==> config.mk <==
export PLATFORM = sky130hd
export DESIGN_NAME = midi_uart_tx
export DESIGN_NICKNAME = d
export VERILOG_FILES = /design/src/rtl/midi_pkg.sv /design/src/rtl/midi_baud_gen.sv /design/src/rtl/midi_uart_tx.sv
export SDC_FILE = /design/constraint.sdc
export NUM_CORES = 1
export LEC_CHECK = 0
export ABC_AREA = 1
export ABC_CLOCK_PERIOD_IN_PS = 2100
export BUFFER_PORTS_ARGS = -buffer_cell sky130_fd_sc_hd__buf_2
export CAP_MARGIN = 20
export CORE_ASPECT_RATIO = 1.5
export CORE_MARGIN = 4
export CORE_UTILIZATION = 44
export CTS_CLUSTER_SIZE = 8
export DETAILED_ROUTE_END_ITERATION = 12
export PLACE_DENSITY = 0.67
export SLEW_MARGIN = 20
export SYNTH_ARGS = -nofsm -noshare
export SYNTH_HDL_FRONTEND = slang
export SYNTH_SLANG_ARGS = --single-unit
==> constraint.sdc <==
create_clock -name clk -period 2.1 [get_ports clk]
set_input_delay 0 -clock clk [delete_from_list [all_inputs] [get_ports clk]]
set_output_delay 0 -clock clk [all_outputs]
set_load 0.05 [all_outputs]
==> src/rtl/midi_pkg.sv <==
// Shared constants and state type for the MIDI serial transmitter.
// Default timing assumes an 8 MHz system clock and 31250 baud.
package midi_pkg;

    localparam int MIDI_CLKS_PER_BIT_8MHZ = 256;
    localparam int MIDI_FRAME_BITS        = 10;
    localparam logic MIDI_LINE_IDLE       = 1'b1;

    // Start and stop bits take two of the frame bits; the rest are data bits 0..7.
    localparam logic [2:0] MIDI_LAST_DATA_BIT = 3'(MIDI_FRAME_BITS - 3);

    typedef enum logic [1:0] {
        ST_IDLE,
        ST_START,
        ST_DATA,
        ST_STOP
    } midi_tx_state_t;

endpackage

==> src/rtl/midi_baud_gen.sv <==
// Bit-period counter for the MIDI transmitter.
// Held at zero while cleared; strobes in the last and next-to-last cycle of each bit.
module midi_baud_gen #(
    parameter int CLKS_PER_BIT = 256
) (
    input  logic clk,
    input  logic nreset,
    input  logic clear,
    output logic bit_end,
    output logic bit_pre_end
);

    localparam int BW = $clog2(CLKS_PER_BIT);
    localparam logic [BW-1:0] LAST_CNT = BW'(CLKS_PER_BIT - 1);
    localparam logic [BW-1:0] PRE_CNT  = BW'(CLKS_PER_BIT - 2);

    logic [BW-1:0] bcnt;

    // Explicit wrap keeps bit periods exact for non-power-of-two divisors.
    always_ff @(posedge clk) begin
        if (!nreset || clear) begin
            bcnt <= '0;
        end else if (bcnt == LAST_CNT) begin
            bcnt <= '0;
        end else begin
            bcnt <= bcnt + BW'(1);
        end
    end

    assign bit_end     = (bcnt == LAST_CNT);
    assign bit_pre_end = (bcnt == PRE_CNT);

endmodule

==> src/rtl/midi_uart_tx.sv <==
// MIDI 8N1 serial transmitter with a one-byte holding buffer.
// The buffer lets multi-byte messages go out with no idle gap between frames.
module midi_uart_tx
    import midi_pkg::*;
#(
    parameter int CLKS_PER_BIT = MIDI_CLKS_PER_BIT_8MHZ
) (
    input  logic       clk,
    input  logic       nreset,
    input  logic [7:0] tx_data,
    input  logic       tx_valid,
    output logic       tx_ready,
    output logic       midi_tx,
    output logic       busy,
    output logic       frame_done
);

    midi_tx_state_t state;
    logic [7:0]     sr;
    logic [7:0]     hbuf;
    logic           hfull;
    logic [2:0]     bidx;
    logic           bit_end;
    logic           bit_pre_end;
    logic           accept;
    logic           stop_end;
    logic           to_hbuf;

    midi_baud_gen #(
        .CLKS_PER_BIT(CLKS_PER_BIT)
    ) u_baud (
        .clk        (clk),
        .nreset     (nreset),
        .clear      (state == ST_IDLE),
        .bit_end    (bit_end),
        .bit_pre_end(bit_pre_end)
    );

    assign tx_ready = nreset & ~hfull;
    assign accept   = tx_valid & tx_ready;
    assign stop_end = (state == ST_STOP) & bit_end;
    // A byte accepted in the final stop cycle goes straight to the shifter instead.
    assign to_hbuf  = accept & (state != ST_IDLE) & ~stop_end;

    always_ff @(posedge clk) begin
        if (!nreset) begin
            state      <= ST_IDLE;
            midi_tx    <= MIDI_LINE_IDLE;
            sr         <= '0;
            hbuf       <= '0;
            hfull      <= 1'b0;
            bidx       <= '0;
            busy       <= 1'b0;
            frame_done <= 1'b0;
        end else begin
            frame_done <= 1'b0;
            case (state)
                ST_IDLE: begin
                    midi_tx <= MIDI_LINE_IDLE;
                    if (accept) begin
                        sr      <= tx_data;
                        midi_tx <= 1'b0;
                        busy    <= 1'b1;
                        state   <= ST_START;
                    end
                end
                ST_START: begin
                    if (bit_end) begin
                        bidx    <= '0;
                        midi_tx <= sr[0];
                        state   <= ST_DATA;
                    end
                end
                ST_DATA: begin
                    if (bit_end) begin
                        sr <= sr >> 1;
                        if (bidx == MIDI_LAST_DATA_BIT) begin
                            midi_tx <= MIDI_LINE_IDLE;
                            state   <= ST_STOP;
                        end else begin
                            bidx    <= bidx + 3'd1;
                            midi_tx <= sr[1];
                        end
                    end
                end
                ST_STOP: begin
                    if (bit_pre_end) begin
                        frame_done <= 1'b1;
                    end
                    if (bit_end) begin
                        if (hfull) begin
                            sr      <= hbuf;
                            hfull   <= 1'b0;
                            midi_tx <= 1'b0;
                            state   <= ST_START;
                        end else if (accept) begin
                            sr      <= tx_data;
                            midi_tx <= 1'b0;
                            state   <= ST_START;
                        end else begin
                            busy    <= 1'b0;
                            state   <= ST_IDLE;
                        end
                    end
                end
                default: begin
                    midi_tx <= MIDI_LINE_IDLE;
                    busy    <= 1'b0;
                    state   <= ST_IDLE;
                end
            endcase

            if (to_hbuf) begin
                hbuf  <= tx_data;
                hfull <= 1'b1;
            end
        end
    end

endmodule

* Word-level counts from Yosys, hierarchy flattened
Index checks and enable logic that the tools add are counted.
** Cells by class
- Add/sub/neg operators :: 2
- Reductions and logical operators :: 17
- Multiplexer cells :: 34
- Bitwise logic cells :: 7
- Equality and inequality tests :: 15
** Operators by type and width (count)
- $mux 8 :: 4
- $pmux 8 s3 :: 1
- $mux 1 :: 17
- $eq 8x8->1 const B :: 2
- $ne 2x2->1 const B :: 8
- $mux 2 :: 5
- $reduce_and 5->1 :: 2
- $reduce_bool 2->1 :: 5
- $mux 3 :: 3
- $add 8x1->8 const B :: 1
- $pmux 2 s4 :: 1
- $reduce_and 4->1 :: 2
- $pmux 3 s2 :: 1
- $and 1x1->1 :: 5
- $eq 2x2->1 const B :: 2
- $pmux 1 s4 :: 1
- $reduce_and 2->1 :: 2
- $add 3x1->3 const B :: 1
- $eq 3x3->1 const B :: 1
- $ne 3x3->1 const B :: 1
- $reduce_and 3->1 :: 1
- $reduce_bool 3->1 :: 1
- $eq 2x1->1 const B :: 1
- $logic_not 2->1 :: 1
- other kinds (5) :: 6
** Storage, ports and cells
- Output and inout bits :: 4
- Word-level logic and storage cells :: 84
- Input port bits :: 11
- Register bits after elaboration :: 33

* Logic depth before layout (Yosys ltp)
- Word-level depth :: 7
- Depth in mapped cells :: 10

* Cells and area by module
Synthesis repeated with hierarchy kept, for this count alone.
** Second synthesis, totals
- Cells, all modules :: 273
- Area, all modules :: 1855.5 sq um
** By module, submodules not included
- midi_uart_tx :: area an instance 1458.9 sq um, cells each 221, times used 1
- midi_baud_gen :: area an instance 396.6 sq um, cells each 52, times used 1

* Worst setup path after synthesis
No wires, ideal clock.
- Kind :: flip-flop to flip-flop
- From :: reg state[0]
- To :: reg bidx[0]
- Arrival time :: 1.356 ns
- Slack :: 0.631 ns
- Required time :: 1.987 ns
- Path buffers :: 1
- Cell stages (with the launch flop) :: 10
- Setup time :: 0.113 ns
- Cells stage by stage :: dfxtp_1 -> inv_1 -> ha_1 -> buf_4 -> nand2_1 -> o21ai_0 -> nor2_2 -> o21ai_0 -> nand2_1 -> nor2_1
** Between the ends
- Longest elaborated chain between the ends :: 3
- Elaborated cells between the ends (all ways) :: 8
- Those cells by class :: 5 x eq/ne; 1 x mux; 2 x reduce/logical
** RTL lines
- start: declaration :: line midi_uart_tx.sv:18 : midi_tx_state_t state;
- start signal: assignment :: line midi_uart_tx.sv:47 : state <= ST_IDLE;
- start signal: assignment :: line midi_uart_tx.sv:64 : state <= ST_START;
- start signal: assignment :: line midi_uart_tx.sv:71 : state <= ST_DATA;
- $eq 2x2->1 or $eq 2x1->1 (tied branches) :: line midi_uart_tx.sv:57 : case (state)
- $ne 2x2->1 (no source line) or $reduce_bool 2->1 (tied branches)
- $reduce_and 4->1 (no source line)
- end signal: assignment :: line midi_uart_tx.sv:81 : bidx <= bidx + 3'd1;
- end: declaration :: line midi_uart_tx.sv:22 : logic [2:0] bidx;
Several ways; a longest one is shown, not always the timed one.
A chain may end at the register's enable or synchronous reset.

* Worst setup path in the final report
- From :: reg state[0]
- To :: reg sr[2]
** Between the ends
- Longest elaborated chain between the ends :: 3
- Elaborated cells between the ends (all ways) :: 8
- Those cells by class :: 4 x eq/ne; 1 x mux; 3 x reduce/logical
** RTL lines
- $eq 2x2->1 or $logic_not 2->1 (tied branches) :: line midi_uart_tx.sv:57
- $ne 2x2->1 (no source line) or $reduce_bool 3->1 (tied branches)
- $reduce_and 3->1 (no source line)
- end signal: assignment :: line midi_uart_tx.sv:61 : sr <= tx_data;
- end signal: assignment :: line midi_uart_tx.sv:76 : sr <= sr >> 1;
- end signal: assignment :: line midi_uart_tx.sv:92 : sr <= hbuf;
- end: declaration :: line midi_uart_tx.sv:19 : logic [7:0] sr;
Several ways; a longest one is shown, not always the timed one.

==> impl_metrics.tcl <==
set metrics [dict create \
    clockBufferDepth 2 \
    fin_skew_ps 7.73 \
    drt_iter0_markers 50 \
    r2r_setup_slack_ps 300 \
    ant_nets 0 \
    cp_max_fo 14 \
    synth_top_area_share 0.378 \
    std_cell_rows 27 \
    worst_slew_pin_slew_ps 559 \
    p_per_area_nw_per_um2 1230 \
    rsz0062_at_grt "false" \
    fin_nets 294 \
    worst-endpoint-required_ps 2320 \
    critPathKind "reg2reg" \
    reg2reg_to "sr[2]" \
    r2r_start "state[0]" \
    grt_pass1_wl_microns 6580 \
    die_area_sq_um 5070 \
    yosysMostFrequentCell "nor2_1" \
    synth_area_leaders "dfxtp_1 38%, nor2_1 11%, nand2_1 11%" \
    pre_cts_ws_ps 330 \
    post_dp_cell_area_sq_um 1840 \
    p_leak_nw 0.891 \
    portBuffers 14 \
    yosysSeqAreaShare 0.378 \
    cts_buffers 5 \
    mappedNetlistNets 271 \
    synth_commonest_cells "53 x nor2_1, 50 x nand2_1, 33 x dfxtp_1, 27 x nand3_1, 23 x o21ai_0" \
    synth_area_sq_um 1750 \
    netlist_instances 252 \
    ys_seq_elements 33 \
    start_kind "flip-flop" \
    hold_end "hbuf[0]" \
    antenna_found_initial 0 \
    drive_gt1_frac 0.138 \
    fin_ws_ps 297 \
    synthArstFlopShare 0 \
    synth_top_area_cell "dfxtp_1" \
    slew-limit-headroom 0.627 \
    post-route-min-period_ps 1800 \
    hold_depth 3 \
    synth-edff-count 0 \
    clock-sinks 33 \
    ios 15 \
    synth_area_per_cell_sq_um 6.94 \
    gp_congestion 0.962 \
    cts-root-buf "clkbuf_8" \
    fp.dieW_microns 59.5 \
    h-tree-depth 2 \
    initial_utilization 0.466 \
    finalSetupTns_ps 0 \
    clk_pin_slew_ps 70 \
    vdd_ir_drop_max_mv 0.815 \
    fmax_mhz 555 \
    min_from "tx_data[0]" \
    grt_max_degree 23 \
    ys.flop_type "dfxtp_1" \
    grt_use_total 0.167 \
    hp-class "in2reg" \
    r2r_cells 7 \
    grt_pass1_vias 1529 \
    die_h_microns 85.2 \
    period_share 0.858 \
    maxSlewViolCount 0 \
    finalHoldViolCount 0 \
    diodes 0 \
    seqCellArea_sq_um 661 \
    routed_via_density 5.03 \
    fin_area_sq_um 2030 \
    p_total_w 0.00249 \
    multi_input_area_sq_um 981 \
    setup_viol 0 \
    vias 1606 \
    synth_warnings 0 \
    ys_types 27 \
    fillers 378 \
    wire_per_inst_microns 11.9 \
    clock_latency_ps 280 \
    cts_tree "yes" \
    first_pass_iters 4 \
    core_sq_um 3750 \
    overflow 0 \
    drc 0 \
    status "finished, final reports clean" \
    areaGrowthSynthToFinish_pct 16.0 \
    crit_arrival_ps 2020 \
    wl_microns 3790 \
    hpwl_microns 2720 \
    cts.repair.resized 0 \
    maxCapViolCount 0 \
    endpoint_kind "flip-flop" \
]
[worst max-delay path by stage]
stage / startpoint / endpoint / slack (ps)
2_1_floorplan: state[0] / bidx[0] / 630
3_3_place_gp: state[0] / sr[3] / 420
3_5_place_dp: state[0] / sr[2] / 330
4_1_cts: state[0] / sr[2] / 310
5_1_grt: state[0] / sr[0] / 130
6_report: state[0] / sr[2] / 300
[state kept, by name (all words and copies together) (netlist names)]
name,flops
midi_tx,1
state,2
busy,1
hfull,1
bidx,3
u_baud.bcnt,8
hbuf,8
frame_done,1
sr,8
[layout make-up]
type,instances,share of cell area
multi-input combinational,195,0.484
sequential,33,0.326
timing repair buffer,22,0.0728
clock buffer,7,0.0426
inverter,18,0.0333
tap,43,0.0265
clock inverter,1,0.0148
[worst max-delay path, stage by stage, from the launching register on]
cell and delay (ps):
dfxtp_1 360, inv_1 100, ha_1 360, o21ai_2 530
nand3_1 140, nand3b_1 130, nor2_1 40, nor2_1 80
[placed cells by master (no fill, tap or decap)]
master and instances:
xnor2_1 3, bufinv_16 1, a31oi_1 1, o21ai_2 1, buf_4 1, clkbuf_8 6, o21ai_0 23, nor3_1 3
clkbuf_1 1, nand4_1 1, nand2_2 6, or2_2 1, inv_2 2, dfxtp_1 33, clkinv_1 1, nand3b_1 5
buf_2 14, nand3_2 1, dlygate4sd3_1 7, nand2_4 2, inv_1 15, nor2_1 53, ha_1 8, nor2_2 1
nand3_1 27, nand2_1 50, a21oi_1 6, xor2_1 1, nor2_4 2
[per-layer routing]
layer | up-vias | global-route usage | part of all wire
met2 | 32 | 0.279 | 0.51
met4 | 0 | 0.0660 | 0.011
met1 | 707 | 0.199 | 0.44
met5 | - | 0 | 0
li1 | 863 | - | -
met3 | 4 | 0.0396 | 0.039
[where the power goes]
part,internal [W],switching (W)
clock network,0.000387,0.000230
logic,0.000336,0.000664
registers,0.000778,0.0000986
total,0.00150,0.000993
[cell families after synthesis]
family,count (synthesis),share of synthesized area
AO/OA/AOI/OAI,31,0.0916
XOR/XNOR,4,0.0200
adder cells (fa/ha/maj),8,0.0573
buffers and inverters,24,0.0608
flip-flops,33,0.378
AND/OR/NAND/NOR,152,0.392
[through the flow]
step           hold slack [ps]  cells   util
2_1_floorplan              165    252      -
3_3_place_gp               271    304  0.491
3_5_place_dp               278    304  0.491
4_1_cts                   43.3    319  0.541
5_1_grt                   78.9    319  0.541
6_report                  46.4    319  0.541
[repair_timing]
action / in CTS / in global routing
hold endpoints to repair: 7 / 0
hold buffers: 7 / 0
setup buffers: 0 / 0
Power figures use the tool's default switching activity.
